===== src/rtl/mem_arb_pkg.sv =====
// Shared types for the IFU/LSU memory arbiter: FSM states, owner encoding, default widths.
package mem_arb_pkg;

  localparam int ADDR_W_DEF = 64;
  localparam int DATA_W_DEF = 64;
  localparam int MASK_W_DEF = DATA_W_DEF / 8;

  typedef enum logic [1:0] {
    ST_IDLE = 2'd0,
    ST_REQ  = 2'd1,
    ST_WAIT = 2'd2
  } state_e;

  typedef enum logic {
    OWN_IFU = 1'b0,
    OWN_LSU = 1'b1
  } owner_e;

  // Grant vector bit order: [0] = IFU, [1] = LSU.
  function automatic logic [1:0] own2grant(input owner_e o);
    return (o == OWN_LSU) ? 2'b10 : 2'b01;
  endfunction

endpackage


===== src/rtl/mem_arb_pick.sv =====
// Requester pick: fixed LSU priority, or round-robin tie-break when MEM_ARB_RR_EN is defined.
module mem_arb_pick
  import mem_arb_pkg::*;
(
  input  logic       ifu_valid,
  input  logic       lsu_valid,
  input  owner_e     last_owner,
  output logic [1:0] grant,
  output owner_e     winner
);

  always_comb begin
    winner = OWN_LSU;
`ifdef MEM_ARB_RR_EN
    if (ifu_valid && lsu_valid)
      winner = (last_owner == OWN_LSU) ? OWN_IFU : OWN_LSU;
    else if (ifu_valid)
      winner = OWN_IFU;
`else
    if (ifu_valid && !lsu_valid)
      winner = OWN_IFU;
`endif
    grant = '0;
    if (ifu_valid || lsu_valid)
      grant = own2grant(winner);
  end

`ifndef MEM_ARB_RR_EN
  logic unused_last_owner;
  assign unused_last_owner = last_owner;
`endif

endmodule


===== src/rtl/mem_arbiter.sv =====
// Single-port memory arbiter between IFU (read) and LSU (read/write); one transaction in flight.
// Optional round-robin tie-break via MEM_ARB_RR_EN.
module mem_arbiter
  import mem_arb_pkg::*;
#(
  parameter int ADDR_W = ADDR_W_DEF,
  parameter int DATA_W = DATA_W_DEF,
  parameter int MASK_W = DATA_W / 8
) (
  input  logic              clk,
  input  logic              rst,
  input  logic              ifu_req_valid,
  output logic              ifu_req_ready,
  input  logic [ADDR_W-1:0] ifu_addr,
  output logic              ifu_rsp_valid,
  output logic [DATA_W-1:0] ifu_rdata,
  input  logic              lsu_req_valid,
  output logic              lsu_req_ready,
  input  logic              lsu_wen,
  input  logic [ADDR_W-1:0] lsu_addr,
  input  logic [DATA_W-1:0] lsu_wdata,
  input  logic [MASK_W-1:0] lsu_wmask,
  output logic              lsu_rsp_valid,
  output logic [DATA_W-1:0] lsu_rdata,
  output logic              mem_req_valid,
  input  logic              mem_req_ready,
  output logic              mem_wen,
  output logic [ADDR_W-1:0] mem_addr,
  output logic [DATA_W-1:0] mem_wdata,
  output logic [MASK_W-1:0] mem_wmask,
  input  logic              mem_rsp_valid,
  input  logic [DATA_W-1:0] mem_rdata,
  output logic              busy
);

  typedef struct packed {
    logic              wen;
    owner_e            owner;
    logic [ADDR_W-1:0] addr;
    logic [DATA_W-1:0] wdata;
    logic [MASK_W-1:0] wmask;
  } req_t;

  state_e     state, state_nxt;
  req_t       req_q, req_new;
  owner_e     last_owner, winner;
  logic [1:0] grant;
  logic       accept, rsp_hit;

  mem_arb_pick u_pick (
    .ifu_valid  (ifu_req_valid),
    .lsu_valid  (lsu_req_valid),
    .last_owner (last_owner),
    .grant      (grant),
    .winner     (winner)
  );

`ifdef MEM_ARB_RR_EN
  always_ff @(posedge clk) begin
    if (rst)         last_owner <= OWN_IFU;
    else if (accept) last_owner <= winner;
  end
`else
  assign last_owner = OWN_IFU;
`endif

  // Ready is withheld while rst is high so nothing is accepted in a reset cycle.
  assign ifu_req_ready = (state == ST_IDLE) && !rst && grant[0];
  assign lsu_req_ready = (state == ST_IDLE) && !rst && grant[1];
  assign accept        = (ifu_req_ready && ifu_req_valid) || (lsu_req_ready && lsu_req_valid);
  assign rsp_hit       = (state == ST_WAIT) && mem_rsp_valid && !rst;

  always_comb begin
    req_new       = '0;
    req_new.owner = winner;
    if (winner == OWN_LSU) begin
      req_new.wen   = lsu_wen;
      req_new.addr  = lsu_addr;
      req_new.wdata = lsu_wdata;
      req_new.wmask = lsu_wen ? lsu_wmask : '0;
    end else begin
      req_new.addr  = ifu_addr;
    end
  end

  always_comb begin
    state_nxt = state;
    case (state)
      ST_IDLE: if (accept)        state_nxt = ST_REQ;
      ST_REQ:  if (mem_req_ready) state_nxt = ST_WAIT;
      ST_WAIT: if (mem_rsp_valid) state_nxt = ST_IDLE;
      default:                    state_nxt = ST_IDLE;
    endcase
  end

  always_ff @(posedge clk) begin
    if (rst) begin
      state <= ST_IDLE;
      req_q <= '0;
    end else begin
      state <= state_nxt;
      if (accept) req_q <= req_new;
    end
  end

  assign mem_req_valid = (state == ST_REQ);
  assign mem_wen       = req_q.wen;
  assign mem_addr      = req_q.addr;
  assign mem_wdata     = req_q.wdata;
  assign mem_wmask     = req_q.wmask;

  assign ifu_rsp_valid = rsp_hit && (req_q.owner == OWN_IFU);
  assign lsu_rsp_valid = rsp_hit && (req_q.owner == OWN_LSU);
  assign ifu_rdata     = ifu_rsp_valid ? mem_rdata : '0;
  assign lsu_rdata     = lsu_rsp_valid ? mem_rdata : '0;

  assign busy = (state != ST_IDLE);

endmodule

===== config.mk =====
export PLATFORM = sky130hd
export DESIGN_NAME = mem_arbiter
export DESIGN_NICKNAME = d
export VERILOG_FILES = /design/src/rtl/mem_arb_pkg.sv /design/src/rtl/mem_arb_pick.sv /design/src/rtl/mem_arbiter.sv
export SDC_FILE = /design/constraint.sdc
export NUM_CORES = 1
export LEC_CHECK = 0
export CAP_MARGIN = 25
export CELL_PAD_IN_SITES_DETAIL_PLACEMENT = 0
export CELL_PAD_IN_SITES_GLOBAL_PLACEMENT = 2
export CORE_AREA = 4 4 206 208
export DETAILED_ROUTE_END_ITERATION = 6
export DIE_AREA = 0 0 210 212
export PLACE_DENSITY_LB_ADDON = 0.2
export SYNTH_ARGS = -nofsm -noshare
export SYNTH_HDL_FRONTEND = slang
export SYNTH_SLANG_ARGS = --single-unit

===== constraint.sdc =====
create_clock -name clk -period 2.6 [get_ports clk]
set_input_delay 0.52 -clock clk [delete_from_list [all_inputs] [get_ports clk]]
set_output_delay 0.52 -clock clk [all_outputs]
set_load 0.02 [all_outputs]

**Yosys cells after proc, flatten, opt, wreduce, memory -nomap -nowiden**

Cells that the tools add are included.

- Eq/ne operators: 5
- Muxes and demuxes: 13
- Bitwise gates (word level): 1
- Reductions and logical operators: 17

Operators by type and width:

| kind | count |
|---|---|
| $mux W64 | 3 |
| $mux W72 | 1 |
| $logic_and A1 B1 Y1 | 10 |
| $mux W2 | 5 |
| $mux W8 | 1 |
| $pmux W2 S3 | 1 |
| $ne A2 B2 Y1 const B | 2 |
| $reduce_and A3 Y1 | 1 |
| $eq A2 B1 Y1 const B | 1 |
| $eq A2 B2 Y1 const B | 1 |
| $logic_not A1 Y1 | 2 |
| $logic_not A2 Y1 | 1 |
| $logic_or A1 B1 Y1 | 2 |
| $mux W1 | 2 |
| $ne A2 B1 Y1 const B | 1 |
| $reduce_bool A2 Y1 | 1 |
| $not A1 Y1 | 1 |

- Bits in registers: 140
- Output and inout port bits: 271

**Longest topological paths before layout**

Gate-level depths: netlist of run 1.

- Depth in word-level cells: 9
- Mapped depth: 6
- Mapped depth without buffers: 4

**Cells and area by module**

Synthesis of run 1 repeated with hierarchy kept, for this count alone.

- Cell total of the unflattened synthesis: 937
- Area total of the unflattened synthesis: 7,843.8 sq um

Modules (own cells, without submodules):

| module | instances | cells each | area an instance (sq um) |
|---|---|---|---|
| mem_arbiter | 1 | 934 | 7,827.5 |
| mem_arb_pick | 1 | 3 | 16.3 |

**Worst setup path before layout of run 1**

OpenSTA, ideal clock, no wires.

- Kind: input-to-output
- From: input rst
- To: output lsu_rdata[54]
- Data arrival time: 1,646 ps
- Required time: 2,080 ps
- Slack: 434 ps
- Cell stages on the path: 5
- Path buffers: 2
- Cell sequence: buf_2 nor3b_2 and3_1 clkbuf_1 and2_1

- Word-level cells in the longest chain between the ends: 4

RTL lines:

| what | RTL line | source |
|---|---|---|
| start: declaration | mem_arbiter.sv:11 | `input logic rst,` |
| $logic_not A1 Y1 | mem_arbiter.sv:71 | `assign rsp_hit = (state == ST_WAIT) && mem_rsp_valid && !rst;` |
| $logic_and A1 B1 Y1 | mem_arbiter.sv:71 |  |
| $logic_and A1 B1 Y1 | mem_arbiter.sv:113 | `assign lsu_rsp_valid = rsp_hit && (req_q.owner == OWN_LSU);` |
| via lsu_rsp_valid | mem_arbiter.sv:23 | `output logic lsu_rsp_valid,` |
| $mux W64 | mem_arbiter.sv:115 | `assign lsu_rdata = lsu_rsp_valid ? mem_rdata : '0;` |
| end: declaration | mem_arbiter.sv:24 | `output logic [DATA_W-1:0] lsu_rdata,` |

The timed path passes the listed nets, and every way through them passes these cells.

**Worst setup path after layout of run 1**

- From: register state[0]
- To: output ifu_rdata[15]

- Word-level cells in the longest chain between the ends: 5

RTL lines:

| what | RTL line | source |
|---|---|---|
| start: declaration | mem_arbiter.sv:44 | `state_e state, state_nxt;` |
| start signal: assignment | mem_arbiter.sv:101 | `state <= state_nxt;` |
| $eq A2 B2 Y1 | mem_arbiter.sv:71 |  |
| $logic_and A1 B1 Y1 (2 in series) | mem_arbiter.sv:71 |  |
| $logic_and A1 B1 Y1 | mem_arbiter.sv:112 | `assign ifu_rsp_valid = rsp_hit && (req_q.owner == OWN_IFU);` |
| $mux W64 | mem_arbiter.sv:114 | `assign ifu_rdata = ifu_rsp_valid ? mem_rdata : '0;` |
| end: declaration | mem_arbiter.sv:16 | `output logic [DATA_W-1:0] ifu_rdata,` |

Every way passes these cells.

==> results of run 1 <==
-- worst paths after layout --
| check | cells after the start | endpoint | slack, ns | from |
|---|---|---|---|---|
| max reg2reg | 5 | mem_wdata[29] | 0.71 | state[1] |
| min reg2reg | 1 | mem_wen | 0.47 | mem_wen |
| max | 5 | ifu_rdata[15] | 0.07 | state[0] |
| min | 1 | mem_wen | 0.47 | mem_wen |
-- registers in the layout, summed over array words and instances (netlist names) --
signal     count
req_q          1
mem_wen        1
mem_wdata     64
mem_wmask      8
mem_addr      64
state          2
-- repair_timing --
item,CTS,global route
pin swaps,0,2
gates resized for setup,322,63
cloned,3,1
setup endpoints to repair,129,55
buffers inserted,1,4
-- power by group --
part           switching, W  internal, W
sequential        0.0000860      0.00231
combinational      0.000786     0.000899
clock               0.00113      0.00135
-- area by class of cell --
class	instances	area (um^2)	share of cell area
Tap cell	532	665.6	0.05103
Multi-Input combinational cell	416	3308	0.2536
Clock inverter	15	152.6	0.01170
Sequential cell	140	2804	0.2150
Inverter	2	7.507	0.0005755
Timing Repair Buffer	577	5673	0.4349
Antenna cell	3	7.507	0.0005755
Clock buffer	17	425.4	0.03261
-- metrics by stage --
step                hold slack [ns]  instance area, um^2
finish                       0.4686                13040
CTS                          0.4752                13250
detailed placement           0.4468                12510
global placement             0.4344                12510
global route                 0.4865                13040
floorplan                    0.4434                 7579
-- routing by layer --
layer,vias up,global-route usage,part of all wire
met4,8,0.03803,0.011
met5,-,0,0.0012
met1,3150,0.1728,0.39
met2,274,0.2877,0.53
met3,32,0.04884,0.071
li1,3321,-,-
-- cells in the mapped netlist, types with 2 or more instances --
master    instances  share of area
and3b_1           2         0.0023
clkbuf_4          2         0.0020
nor2_1            4         0.0020
a22o_1           71          0.082
buf_4           145           0.14
buf_6            18          0.027
and2_1          129           0.11
a211oi_1         15          0.015
buf_2            18          0.012
clkbuf_2         10         0.0066
mux2i_1          64          0.085
a211oi_2         49          0.081
clkbuf_1          8         0.0040
inv_1             2        0.00099
and3_1            2         0.0017
a21oi_1          66          0.044
dfxtp_1         140           0.37
nand2b_1          2         0.0017
-- cells by family after synthesis --
family          after synthesis
flops                       140
simple gates                146
mux                          64
compound gates              206
buf+inv                     204
-- worst register-to-register path: cells and delay by family, from the launching register on --
kind / cells / cell delay [ns]
AOI/OAI and AO/OA: 1 / 0.32
and+or+nand+nor: 2 / 0.44
DFF: 1 / 0.33
buffers and inverters: 2 / 0.74
==> impl_table.tex, run 1 <==
\begin{tabular}{lr}
\hline
Metric & Value \\
\hline
\multicolumn{2}{l}{\textbf{Timing}} \\
\quad Clock skew & 0.01406 ns \\
\quad Final period demand of the worst path & 2.531 ns \\
\quad Unrepaired setup endpoints after global routing & yes \\
\quad Worst setup slack after layout & 0.06895 ns \\
\quad Slew margin rel. & 0.4930 \\
\quad Count of final max-slew check failures & 0 \\
\quad Slew @ Worst Pin & 0.7606 ns \\
\quad Final Hold Vio Count & 0 \\
\quad Achievable frequency & 0.3951 GHz \\
\quad Total setup violations reported at the end of the flow & 0 \\
\quad Final setup TNS & 0 ns \\
\quad Final cycle utilization of the critical path & 0.9735 \\
\multicolumn{2}{l}{\textbf{Setup path}} \\
\quad Family of cells with the greatest summed delay on the critical path & simple AND/OR/NAND/NOR gates \\
\quad Worst-path cell with the longest stage delay & and3b\_2 \\
\quad CP Class & flip-flop to primary output \\
\quad Crit-path max FO & 11 \\
\quad Largest stage delay, worst path & 0.35 ns \\
\quad Arrival time worst endpoint & 2.01 ns \\
\quad Kind of end point of the critical path & primary output \\
\quad Cell-by-cell trace of the critical path & nor3b\_4 -> and3b\_2 -> bufbuf\_16 -> and2\_1 -> clkdlybuf4s15\_2 \\
\quad Kind of start point of the critical path & flip-flop \\
\quad Worst path bufs/invs & 2 \\
\quad Data required, critical path & 2.08 ns \\
\multicolumn{2}{l}{\textbf{Power}} \\
\quad Worst VDD drop & 0.0003705 V \\
\quad Leakage dissipation & 5.297 nW \\
\quad Overall power & 0.006571 W \\
\quad Cell Pwr Density & 503.8 mW/mm\^{}2 \\
\multicolumn{2}{l}{\textbf{Final layout}} \\
\quad Leading cell type in the layout, fill and taps excluded & clkdlybuf4s50\_1 \\
\quad Non-filler instance count after layout & 1702 \\
\quad Number of nets in the layout & 1425 \\
\quad Top library cells by usage in the layout, fill and taps aside & clkdlybuf4s50\_1, dfxtp\_1, and2\_1, a22o\_1, a21oi\_1 \\
\quad Area added between synthesis and finish & 72.12\% \\
\quad Ratio of cells with drive above 1 in the final layout & 0.1774 \\
\quad Layout fillers & 4304 \\
\quad Share of the core filled with cells in the final layout & 0.3216 \\
\multicolumn{2}{l}{\textbf{Clock tree}} \\
\quad Clock transition at path regs & 0.08 ns \\
\quad Clk root buf & clkbuf\_16 \\
\quad Total number of H-tree levels & 4 \\
\quad TritonCTS clock tree & yes \\
\quad Post-CTS Hold Buffers & 0 \\
\quad Number of sinks driven by the clock tree & 140 \\
\quad Number of CTS-inserted buffers & 17 \\
\quad Clock Path Buffers & 2 \\
\quad Insertion delay of the later-clocked pin in the worst-skew pair & 0.43 ns \\
\multicolumn{2}{l}{\textbf{Drt}} \\
\quad Detailed-route vias per instance & 3.986 \\
\quad Overall routed net length & 37.21 mm \\
\quad Violation count after the first detailed-routing iteration & 219 \\
\quad Routed wire per std cell & 21.86 um \\
\quad DRC Markers & 0 \\
\quad Total vias in the final route & 6785 \\
\quad First-pass DRT Iterations & 4 \\
\quad Post-route ant nets & 0 \\
\multicolumn{2}{l}{\textbf{Synthesis}} \\
\quad Fraction of registers with async set or reset after synthesis & 0 \\
\quad Number of standard cells after synthesis & 760 \\
\quad Post-synthesis xor/xnor area fraction & 0 \\
\quad Synth Area in Adders & 0 \\
\quad Compound-cell area share of the yosys netlist & 0.2275 \\
\quad Portion of netlist area occupied by mux cells & 0.08453 \\
\quad Summed instance area of the synthesized netlist & 0.007579 mm\^{}2 \\
\quad Average size of a mapped cell & 9.972 um\^{}2 \\
\quad Number of synthesized flops with an enable pin & 0 \\
\quad Area fraction in and, or, nand and nor cells after synthesis & 0.1218 \\
\quad Most used flip-flop cell after synthesis & dfxtp\_1 \\
\quad Post-synthesis sequential area ratio & 0.3698 \\
\quad Count of unique library cells instantiated by Yosys & 31 \\
\quad Syn nets & 1031 \\
\quad Number of warnings reported in the yosys synthesis log & 0 \\
\quad Combinational family with the most area after synthesis & compound AO/OA/AOI/OAI gates \\
\quad Flops \& latches, synth & 140 \\
\multicolumn{2}{l}{\textbf{GRT}} \\
\quad Number of global-route vias before repair & 7005 \\
\quad Maximum number of pins on one net before global-route repair & 73 \\
\quad Wire length of the first global-routing pass & 51.15 mm \\
\quad Antenna violations before repair & 11 \\
\quad Residual overflow from global routing & 0 \\
\quad Global-route usage over all layers & 0.1551 \\
\multicolumn{2}{l}{\textbf{Placed design}} \\
\quad Placed Cells & 1658 \\
\quad Worst slack, placed & -0.5018 ns \\
\quad Input/output buffers & 541 \\
\quad Placed wire-length estimate & 29.17 mm \\
\quad Routability Congestion & 0.8111 \\
\multicolumn{2}{l}{\textbf{Floorplan}} \\
\quad Full die area & 0.04452 mm\^{}2 \\
\quad Cell row count & 74 \\
\quad Initial Utilization & 0.1869 \\
\quad Die width & 210 um \\
\quad Placeable Area & 0.04055 mm\^{}2 \\
\quad Vertical die dimension & 212 um \\
\quad Number of primary I/O pins & 542 \\
\multicolumn{2}{l}{\textbf{Hold path}} \\
\quad Class of the tightest hold or removal check & flip-flop to flip-flop \\
\multicolumn{2}{l}{\textbf{Job}} \\
\quad Number of violations of the max-capacitance limit & 0 \\
\multicolumn{2}{l}{\textbf{Run status}} \\
\quad Status & completed \\
\hline
\end{tabular}
(Power assumes the default switching activity.)
==> run 2: changes to the inputs <==
--- a/config.mk
+++ b/config.mk
@@ -5,7 +5,6 @@
 export SDC_FILE = /design/constraint.sdc
 export NUM_CORES = 1
 export LEC_CHECK = 0
-export CAP_MARGIN = 25
 export CELL_PAD_IN_SITES_DETAIL_PLACEMENT = 0
 export CELL_PAD_IN_SITES_GLOBAL_PLACEMENT = 2
 export CORE_AREA = 4 4 206 208
==> results of run 2 <==
The final DEF is identical to that of run 1; final timing and power are the same.
==> run 3: changes to the inputs <==
--- a/config.mk
+++ b/config.mk
@@ -11,6 +11,7 @@
 export DETAILED_ROUTE_END_ITERATION = 6
 export DIE_AREA = 0 0 210 212
 export PLACE_DENSITY_LB_ADDON = 0.2
+export SETUP_SLACK_MARGIN = 0.3
 export SYNTH_ARGS = -nofsm -noshare
 export SYNTH_HDL_FRONTEND = slang
 export SYNTH_SLANG_ARGS = --single-unit
==> impl_table.tex, run 3 (synthesized netlist as in run 1, its figures left out) <==
\begin{tabular}{lr}
\hline
Metric & Value \\
\hline
\multicolumn{2}{l}{\textbf{Final layout}} \\
\quad Ratio of cells with drive above 1 in the final layout & 0.2878 (+0.1104) \\
\quad Top library cells by usage in the layout, fill and taps aside & clkdlybuf4s50\_1, dfxtp\_1, a22o\_1, buf\_6, a21oi\_1 \\
\quad Area added between synthesis and finish & 82.78\% \\
\quad Design area & 0.01385 mm\^{}2 (+6.2\%) \\
\quad Layout fillers & 4235 (-1.6\%) \\
\quad Share of the core filled with cells in the final layout & 0.3416 (+0.01993) \\
\quad Number of nets in the layout & 1443 (+1.3\%) \\
\quad Leading cell type in the layout, fill and taps excluded & clkdlybuf4s50\_1 \\
\multicolumn{2}{l}{\textbf{Timing}} \\
\quad Final cycle utilization of the critical path & 0.9751 (+0.001600) \\
\quad Count of final max-slew check failures & 0 (unchanged) \\
\quad Total setup violations reported at the end of the flow & 0 (unchanged) \\
\quad Final Hold Vio Count & 0 (unchanged) \\
\quad Unrepaired setup endpoints after global routing & yes \\
\quad Slew @ Worst Pin & 0.7653 ns (+0.004747 ns) \\
\quad Slew margin rel. & 0.4898 (-0.003164) \\
\quad Final period demand of the worst path & 2.535 ns (+0.004160 ns) \\
\quad Clock skew & 0.01490 ns (+0.0008379 ns) \\
\quad Achievable frequency & 0.3944 GHz (-0.16\%) \\
\quad Worst setup slack after layout & 0.06479 ns (-0.004160 ns) \\
\multicolumn{2}{l}{\textbf{GRT}} \\
\quad Residual overflow from global routing & 0 (unchanged) \\
\quad Number of global-route vias before repair & 7164 (+2.3\%) \\
\quad Maximum number of pins on one net before global-route repair & 73 (unchanged) \\
\quad Antenna violations before repair & 9 (-2) \\
\quad Wire length of the first global-routing pass & 52.01 mm (+1.7\%) \\
\quad Global-route usage over all layers & 0.1576 (+0.002551) \\
\multicolumn{2}{l}{\textbf{Drt}} \\
\quad First-pass DRT Iterations & 4 (unchanged) \\
\quad Overall routed net length & 37.77 mm (+1.5\%) \\
\quad Violation count after the first detailed-routing iteration & 225 (+2.7\%) \\
\quad Total vias in the final route & 6889 (+1.5\%) \\
\quad Routed wire per std cell & 21.98 um (+0.56\%) \\
\quad Post-route ant nets & 0 (unchanged) \\
\quad Detailed-route vias per instance & 4.010 (+0.59\%) \\
\quad DRC Markers & 0 (unchanged) \\
\multicolumn{2}{l}{\textbf{Floorplan}} \\
\quad Die width & 210 um (unchanged) \\
\quad Placeable Area & 0.04055 mm\^{}2 (unchanged) \\
\quad Initial Utilization & 0.1869 (unchanged) \\
\quad Vertical die dimension & 212 um (unchanged) \\
\quad Full die area & 0.04452 mm\^{}2 (unchanged) \\
\quad Number of primary I/O pins & 542 (unchanged) \\
\quad Cell row count & 74 (unchanged) \\
\multicolumn{2}{l}{\textbf{Placed design}} \\
\quad Routability Congestion & 0.8111 (unchanged) \\
\quad Total placed instance area & 0.01251 mm\^{}2 (unchanged) \\
\quad Worst slack, placed & -0.5018 ns (unchanged) \\
\quad Placed wire-length estimate & 29.17 mm (unchanged) \\
\quad Input/output buffers & 541 (unchanged) \\
\multicolumn{2}{l}{\textbf{Power}} \\
\quad Reported net switching power & 0.002016 W (+0.49\%) \\
\quad Int Pwr & 0.004587 W (+0.48\%) \\
\quad Leakage dissipation & 5.552 nW (+4.8\%) \\
\quad Switching portion of total power & 0.3053 (about the same) \\
\quad Reg power frac & 0.363 (-0.002) \\
\quad Gate power share & 0.260 (+0.003) \\
\quad Cell Pwr Density & 476.6 mW/mm\^{}2 (-5.4\%) \\
\quad Worst VDD drop & 0.0003689 V (-0.44\%) \\
\quad Fraction of power consumed by the clock network & 0.377 (-0.002) \\
\multicolumn{2}{l}{\textbf{Hold path}} \\
\quad Class of the tightest hold or removal check & flip-flop to flip-flop \\
\quad HP Start & mem\_wen \\
\multicolumn{2}{l}{\textbf{Clock tree}} \\
\quad Clock Path Buffers & 2 (unchanged) \\
\quad Number of sinks driven by the clock tree & 140 (unchanged) \\
\quad Clock transition at path regs & 0.07 ns (about the same) \\
\quad Clk root buf & clkbuf\_16 \\
\quad TritonCTS clock tree & yes \\
\quad Total number of H-tree levels & 4 (unchanged) \\
\quad Number of CTS-inserted buffers & 17 (unchanged) \\
\quad Insertion delay of the later-clocked pin in the worst-skew pair & 0.43 ns (about the same) \\
\multicolumn{2}{l}{\textbf{Job}} \\
\quad Number of violations of the max-capacitance limit & 0 (unchanged) \\
\multicolumn{2}{l}{\textbf{Setup path}} \\
\quad Worst path bufs/invs & 7 (+5) \\
\quad CP Class & input pin to primary output \\
\quad Cell-by-cell trace of the critical path & dlygate4sd2\_1 -> nor3b\_4 -> and3b\_2 -> buf\_12 -> buf\_8 -> buf\_12 -> buf\_16 -> buf\_12 -> and2\_4 -> buf\_6 \\
\quad Crit-path max FO & 6 (-5) \\
\quad Kind of end point of the critical path & primary output \\
\quad Worst R2R Start & state[1] \\
\quad Data required, critical path & 2.08 ns (about the same) \\
\quad Critical path launch point & mem\_rsp\_valid \\
\quad Family of cells with the greatest summed delay on the critical path & buffers and inverters \\
\quad Worst-path cell with the longest stage delay & dlygate4sd2\_1 \\
\quad Arrival time worst endpoint & 2.02 ns (about the same) \\
\quad Crit-path most repeated cell & buf\_12 \\
\quad Largest stage delay, worst path & 0.24 ns (-0.11 ns) \\
\quad Kind of start point of the critical path & input pin \\
\multicolumn{2}{l}{\textbf{Run status}} \\
\quad Status & completed \\
\hline
\end{tabular}
-- run 3: cell types whose count changed in the layout (fill, tap and decap cells not counted), sizes merged, moves of 2 or more --
| cell | previous run | this run |
|---|---|---|
| dlygate4sd2 | 7 | 1 |
| clkdlybuf4s15 | 71 | 56 |
| buf | 74 | 118 |
| clkdlybuf4s50 | 407 | 405 |
| diode | 3 | 1 |
| clkbuf | 33 | 30 |
-- run 3: what timing repair did --
item / CTS / global route
gates resized for setup: 640 / 32
hold buffers: 0 / 0
setup buffers: 16 / 2
pin swaps: 13 / 10
endpoints found under the setup margin: 134 / 134
cloned: 6 / 3
-- run 3: power groups by stage --
| stage | Combinational, W | Clock, W | Sequential (W) |
|---|---|---|---|
| floorplan | 0.000977 | 0 | 0.00243 |
| global placement | 0.00171 | 0 | 0.00244 |
| detailed placement | 0.00171 | 0 | 0.00244 |
| CTS | 0.00174 | 0.00259 | 0.00240 |
| global route | 0.00183 | 0.00268 | 0.00242 |
| finish | 0.00172 | 0.00249 | 0.00240 |
-- run 3: cell type report --
class / count / area [um^2] / area share
timing repair buffer: 595 / 6331 / 0.4571
multi-input combinational: 416 / 3463 / 0.2500
sequential: 140 / 2804 / 0.2024
tap: 532 / 665.6 / 0.04805
clock buffer: 17 / 425.4 / 0.03071
clock inverter: 15 / 152.6 / 0.01102
inverter: 2 / 7.507 / 0.0005420
antenna: 1 / 2.502 / 0.0001807
-- run 3: final timing paths --
path	cells past startpoint	end	slack (ns)
hold / removal	1	mem_wen	0.47
hold reg to reg	1	mem_wen	0.47
setup reg to reg	5	mem_wdata[26]	0.70
setup / recovery	10	ifu_rdata[36]	0.06
-- run 3: through the flow --
step	instances	TNS (ns)	power, W	hold WS (ns)
CTS	1712	0	0.006733	0.4752
finish	1718	0	0.006603	0.4686
global route	1718	0	0.006928	0.4865
floorplan	760	0	0.003405	0.4434
global placement	1658	-56.26	0.004154	0.4344
detailed placement	1658	-55.08	0.004157	0.4468
-- run 3: routing by layer --
layer / share of wire / GRT usage / routed length (um) / vias up
li1: - / - / - / 3360
met1: 0.38 / 0.1736 / 14290 / 3221
met2: 0.54 / 0.2990 / 20440 / 271
met3: 0.068 / 0.04855 / 2585 / 29
met4: 0.011 / 0.03218 / 403 / 8
met5: 0.0012 / 0 / 46 / -
